===== src/rtl/buffer_arbiter_if.sv =====
// Producer/buffer/consumer signal bundle for buffer_arbiter.
// slave is the arbiter side; master is the surrounding logic (producers, buffer, consumer).
interface buffer_arbiter_if #(
  parameter int unsigned N_REQ     = 4,
  parameter int unsigned BIT_WIDTH = 16
);
  localparam int unsigned IDX_W = $clog2(N_REQ);

  logic [N_REQ-1:0]           req;
  logic [N_REQ*BIT_WIDTH-1:0] req_data;
  logic [N_REQ-1:0]           ack;
  logic [IDX_W-1:0]           grant_idx;
  logic                       busy;
  logic                       buf_load;
  logic [BIT_WIDTH-1:0]       buf_data_in;
  logic                       buf_full;
  logic                       buf_empty;
  logic                       rd_req;
  logic                       buf_consume;

  modport slave (
    input  req, req_data, buf_full, buf_empty, rd_req,
    output ack, grant_idx, busy, buf_load, buf_data_in, buf_consume
  );

  modport master (
    output req, req_data, buf_full, buf_empty, rd_req,
    input  ack, grant_idx, busy, buf_load, buf_data_in, buf_consume
  );
endinterface


===== src/rtl/buffer_arbiter.sv =====
// Round-robin burst arbiter sharing one buffer write port among N_REQ producers,
// plus empty-gating of the consumer read request.
module buffer_arbiter #(
  parameter int unsigned N_REQ     = 4,
  parameter int unsigned BIT_WIDTH = 16,
  parameter int unsigned BURST_LEN = 4
) (
  input logic            clk,
  input logic            rst,
  buffer_arbiter_if.slave bus
);
  localparam int unsigned IDX_W = $clog2(N_REQ);
  localparam int unsigned CNT_W = (BURST_LEN > 1) ? $clog2(BURST_LEN) : 1;
  localparam logic [CNT_W-1:0] LAST_BEAT = CNT_W'(BURST_LEN - 1);

  typedef enum logic {IDLE, BURST} state_t;

  state_t            state_q, state_d;
  logic [IDX_W-1:0]  grant_q, grant_d;
  logic [IDX_W-1:0]  rr_ptr_q, rr_ptr_d;
  logic [CNT_W-1:0]  beat_cnt_q, beat_cnt_d;
  logic [IDX_W-1:0]  owner;
  logic [IDX_W-1:0]  scan;
  logic              found;
  logic              beat;

  // First requester at or after rr_ptr, wrapping modulo N_REQ.
  always_comb begin
    owner = rr_ptr_q;
    scan  = rr_ptr_q;
    found = 1'b0;
    for (int unsigned k = 0; k < N_REQ; k++) begin
      scan = IDX_W'((32'(rr_ptr_q) + k) % N_REQ);
      if (!found && bus.req[scan]) begin
        owner = scan;
        found = 1'b1;
      end
    end
  end

  always_comb begin
    state_d         = state_q;
    grant_d         = grant_q;
    rr_ptr_d        = rr_ptr_q;
    beat_cnt_d      = beat_cnt_q;
    beat            = 1'b0;
    bus.ack         = '0;
    bus.buf_load    = 1'b0;
    bus.busy        = 1'b0;
    bus.buf_data_in = '0;
    unique case (state_q)
      IDLE: begin
        if (found) begin
          grant_d    = owner;
          beat_cnt_d = '0;
          state_d    = BURST;
        end
      end
      BURST: begin
        bus.busy          = 1'b1;
        bus.buf_data_in   = bus.req_data[grant_q*BIT_WIDTH +: BIT_WIDTH];
        beat              = bus.req[grant_q] & ~bus.buf_full;
        bus.buf_load      = beat;
        bus.ack[grant_q]  = beat;
        if (beat) beat_cnt_d = beat_cnt_q + CNT_W'(1);
        // A dropped request forfeits the rest of the burst.
        if ((beat && beat_cnt_q == LAST_BEAT) || !bus.req[grant_q]) begin
          state_d  = IDLE;
          rr_ptr_d = IDX_W'((32'(grant_q) + 1) % N_REQ);
        end
      end
      default: state_d = IDLE;
    endcase
  end

  always_ff @(posedge clk or negedge rst) begin
    if (!rst) begin
      state_q    <= IDLE;
      grant_q    <= '0;
      rr_ptr_q   <= '0;
      beat_cnt_q <= '0;
    end else begin
      state_q    <= state_d;
      grant_q    <= grant_d;
      rr_ptr_q   <= rr_ptr_d;
      beat_cnt_q <= beat_cnt_d;
    end
  end

  assign bus.grant_idx   = grant_q;
  assign bus.buf_consume = bus.rd_req & ~bus.buf_empty;
endmodule


===== src/flat_wrapper.sv =====
// flat-port wrapper written by rule: the top's interface ports become plain ports
module buffer_arbiter_flat 
#(
  parameter int unsigned N_REQ     = 4,
  parameter int unsigned BIT_WIDTH = 16,
  parameter int unsigned BURST_LEN = 4
)
  (clk, rst, bus_req, bus_req_data, bus_buf_full, bus_buf_empty, bus_rd_req, bus_ack, bus_grant_idx, bus_busy, bus_buf_load, bus_buf_data_in, bus_buf_consume);
  buffer_arbiter_if #(.N_REQ(N_REQ), .BIT_WIDTH(BIT_WIDTH)) bus_i ();
  input logic clk;
  input logic rst;
  input wire logic [$bits(bus_i.req)-1:0] bus_req;
  input wire logic [$bits(bus_i.req_data)-1:0] bus_req_data;
  input wire logic [$bits(bus_i.buf_full)-1:0] bus_buf_full;
  input wire logic [$bits(bus_i.buf_empty)-1:0] bus_buf_empty;
  input wire logic [$bits(bus_i.rd_req)-1:0] bus_rd_req;
  output wire logic [$bits(bus_i.ack)-1:0] bus_ack;
  output wire logic [$bits(bus_i.grant_idx)-1:0] bus_grant_idx;
  output wire logic [$bits(bus_i.busy)-1:0] bus_busy;
  output wire logic [$bits(bus_i.buf_load)-1:0] bus_buf_load;
  output wire logic [$bits(bus_i.buf_data_in)-1:0] bus_buf_data_in;
  output wire logic [$bits(bus_i.buf_consume)-1:0] bus_buf_consume;
  assign bus_i.req = bus_req;
  assign bus_i.req_data = bus_req_data;
  assign bus_i.buf_full = bus_buf_full;
  assign bus_i.buf_empty = bus_buf_empty;
  assign bus_i.rd_req = bus_rd_req;
  assign bus_ack = bus_i.ack;
  assign bus_grant_idx = bus_i.grant_idx;
  assign bus_busy = bus_i.busy;
  assign bus_buf_load = bus_i.buf_load;
  assign bus_buf_data_in = bus_i.buf_data_in;
  assign bus_buf_consume = bus_i.buf_consume;
  buffer_arbiter #(.N_REQ(N_REQ), .BIT_WIDTH(BIT_WIDTH), .BURST_LEN(BURST_LEN)) u_core (.clk(clk), .rst(rst), .bus(bus_i));
endmodule

===== config.mk =====
export PLATFORM = sky130hd
export DESIGN_NAME = buffer_arbiter_flat
export DESIGN_NICKNAME = d
export VERILOG_FILES = /design/src/rtl/buffer_arbiter_if.sv /design/src/rtl/buffer_arbiter.sv /design/src/flat_wrapper.sv
export SDC_FILE = /design/constraint.sdc
export NUM_CORES = 1
export LEC_CHECK = 0
export CORE_MARGIN = 5
export CORE_UTILIZATION = 32
export DETAILED_ROUTE_END_ITERATION = 6
export GPL_TIMING_DRIVEN = 0
export PLACE_DENSITY = 0.95
export SLEW_MARGIN = 20
export SYNTH_ARGS = -nofsm -noshare
export SYNTH_HDL_FRONTEND = slang
export SYNTH_SLANG_ARGS = --single-unit

===== constraint.sdc =====
create_clock -name clk -period 2.84 [get_ports clk]
set_clock_uncertainty 0.1 [all_clocks]
set_input_delay 0.568 -clock clk [delete_from_list [all_inputs] [get_ports clk]]
set_output_delay 0.568 -clock clk [all_outputs]
set_load 0.05 [all_outputs]

==> out/qor.csv <==
stage;metric;value;unit
status;status;complete, no violations;
placed_design;hpwl;3890;µm
cells_and_area;fillers;245;
min_path;whs_path_depth;1;
detailed_routing;viasPerCell;4.88;
yosys;synth_top_family_by_area;multiplexers;
placed_design;io_buffers;97;
sta;slew_viol_final;0;
detailed_routing;route.detailed.drc;0;
detailed_routing;via_count;1141;
global_route;grt_overflow;0;
global_route;grt_usage;20.2;%
clocking;htreeDepth;1;
clocking;cts_tree;done;
yosys;ys_seq_elements;7;
worst_setup_path;crit_fanout;10;
worst_setup_path;r2r_cells;6;
sta;holdWs;0.449;ns
yosys;synthArstFlopShare;100;%
yosys;yosysSeqAreaShare;17.3;%
clocking;clkSlewWorstSetupHoldPaths;0.06;ns
cells_and_area;multi_input_area;798;µm²
min_path;hold_class;flip-flop to flip-flop;
clocking;cts_sinks;7;
yosys;synth_nets;167;
global_route;grt_pass1_vias;1228;
die;fp.dieH;66.2;µm
sta;setup_viol;0;
worst_setup_path;cp-start-kind;flip-flop;
sta;clock.fmax;367;MHz
cells_and_area;final_net_count;269;
cells_and_area;register_area;178;µm²
sta;setup_ws;0.119;ns
yosys;netlist.area_leader.share;37.9;%
pwr;power_density;948;nW/µm²
detailed_routing;ant_nets;0;
sta;finalCriticalPeriod;2.72;ns
yosys;synth_enable_flop_cells;0;
worst_setup_path;r2r_end;u_core.rr_ptr_q[1]$_DFFE_PN0P_;
die;core_area;3050;µm²
min_path;hold-path-endpoint;u_core.rr_ptr_q[0]$_DFFE_PN0P_;
yosys;post_synth_xor_area_fraction;0.866;%
sta;maxSlewHeadroom;59.2;%
clocking;hold_buffers;0;
pwr;p_leak;0.000836;µW
placed_design;pre_cts_slack;-0.623;ns
worst_setup_path;cp.required;2.17;ns
die;num_rows;20;
yosys;synthCells;89;
yosys;synthFlopType;dfrtp_1;
clocking;clock_path_buffers;2;
cells_and_area;layout-drive-gt1-share;25.8;%
detailed_routing;drt-initial-drc-count;53;
global_route;grt_max_degree;13;
die;io_pins;98;
yosys;syn_avg_cell_area;11.4;µm²
sta;hold_viol;0;
yosys;synth_top_area_cell;mux4_2;
worst_setup_path;cp_data_arrival_time;2.05;ns
cells_and_area;area_delta_synth_final;104;%
placed_design;finalWeightedCongestion;0.848;
yosys;synth_area_leaders;mux4_2 (38%), dfrtp_1 (17%), and2_1 (12%), ha_1 (6.2%), mux2i_1 (4.0%);
run;maxCapViolCount;0;
die;start_util;33.1;%
detailed_routing;wl_per_cell;19.1;µm
clocking;cts_buffers;3;
min_path;min_from;u_core.rr_ptr_q[0]$_DFFE_PN0P_;
global_route;antenna_found_initial;0;
yosys;synthMuxAreaShare;44.8;%
clocking;clockRootBuffer;clkbuf_4;
die;die-width;66.2;µm
yosys;synthSimpleGateAreaFrac;22.5;%
yosys;yosysMostFrequentCell;and2_1;
worst_setup_path;worstSetupPathType;flip-flop to output port;
sta;fin_crit_sh;95.8;%
die;dieArea;4380;µm²
worst_setup_path;crit_path_end_kind;output port;
detailed_routing;wl;4460;µm
pwr;irDropWorstVdd;0.360;mV
global_route;grt_pass1_wl;6620;µm
detailed_routing;dr.pass1.iters;4;
worst_setup_path;r2r-start;u_core.bus.grant_idx[0]$_DFFE_PN0P_;
yosys;yosys.area_share.adder;6.19;%
yosys;synth_compound_area_share;3.96;%
sta;rsz0062_at_grt;no;
sta;tightest_slew;0.607;ns
cells_and_area;antennaDiodeCount;0;
worst_setup_path;worst-r2r-setup-slack;0.90;ns
yosys;yosys.cell_types.count;26;
yosys;synthTopCellsByCount;and2_1 (20), mux4_2 (17), dfrtp_1 (7), ha_1 (5);
clocking;insertion_delay;0.26;ns
yosys;ys_warn_count;0;
yosys;netlist_area;1010;µm²
## flip-flops by register name, summed over array words and instances (netlist names)
signal and cells:
u_core.rr_ptr_q 2, u_core.beat_cnt_q 2, u_core.bus.grant_idx 2, u_core.state_q 1
## layout by cell type, fill, tap and decap left out, drive strengths merged
cell and count:
dfrtp 7, clkdlybuf4s15 9, mux2i 4, nand2 3
a31oi 1, clkdlybuf4s50 72, buf 9, dlygate4sd2 11
nor3b 1, o22ai 1, and2 20, nor3 1
o21ai 2, mux2 2, and3b 2, o32ai 1
xor2 1, clkbuf 6, nor4 1, ha 5
a21oi 1, nand2b 3, inv 3, mux4 17
nor2 4, nor2b 3
## logic make-up after synthesis
logic type                 count (synthesis)
AOI/OAI and AO/OA                          6
xor gates and xnor gates                   1
adders and majority gates                  5
buffers and inverters                      9
DFF                                        7
muxes                                     23
and+or+nand+nor                           38
## metrics by stage
step                      std cells  TNS, ns  total power (µW)  area, µm²  utilization, %
after global routing            234        0              2080       2060            67.6
final                           234        0              1960       2060            67.6
after detailed placement        230    -5.16              1920       2040            67.0
after floorplan                  89        0              1380       1020               -
after CTS                       234        0              1970       2070            67.7
after global placement          230    -4.53              1880       2040            67.0
## what timing repair did
item                                    CTS  global route
resized for setup                        66             4
buffers inserted                          1             0
endpoints found under the setup margin   21             9
## worst max-delay path: stages (launching register included)
cell and delay [ns]:
dfrtp_2 0.40, buf_6 0.18, buf_6 0.20, mux4_2 0.50
and2_1 0.18, clkdlybuf4s15_2 0.34
## worst max-delay path by stage
| stage | startpoint | endpoint | cells past startpoint |
|---|---|---|---|
| 5_1_grt | u_core.bus.grant_idx[0]$_DFFE_PN0P_ | bus_buf_data_in[12] | 5 |
| 2_1_floorplan | u_core.bus.grant_idx[1]$_DFFE_PN0P_ | bus_ack[0] | 4 |
| 3_3_place_gp | bus_req[1] | bus_ack[3] | 5 |
| 4_1_cts | u_core.bus.grant_idx[0]$_DFFE_PN0P_ | bus_buf_data_in[11] | 5 |
| 3_5_place_dp | bus_req[1] | bus_ack[1] | 5 |
| 6_report | u_core.bus.grant_idx[0]$_DFFE_PN0P_ | bus_buf_data_in[6] | 5 |
## power by group
part / switching (µW) / total, µW / internal, µW
Clock: 41.7 / 95.7 / 54.0
Combinational: 964 / 1650 / 684
Sequential: 67.5 / 214 / 146
Total: 1070 / 1960 / 884
## area by class of cell
cell class,count,share of cell area (%)
well taps,44,2.67
clock buffers,4,1.27
plain buffers,5,1.70
inverters,3,0.545
multi-input cells,73,38.7
flip-flops and latches,7,8.61
repair buffers,98,46.5
## per-layer routing
| layer | track usage [%] | vias to the layer above | part of all wire, % |
|---|---|---|---|
| met5 | 0 | - | 0 |
| met4 | 3.05 | 0 | 0.43 |
| met3 | 5.61 | 2 | 10 |
| met2 | 34.9 | 63 | 49 |
| met1 | 25.3 | 539 | 40 |
| li1 | - | 537 | - |
No activity file was read; power rests on OpenSTA's default activity.
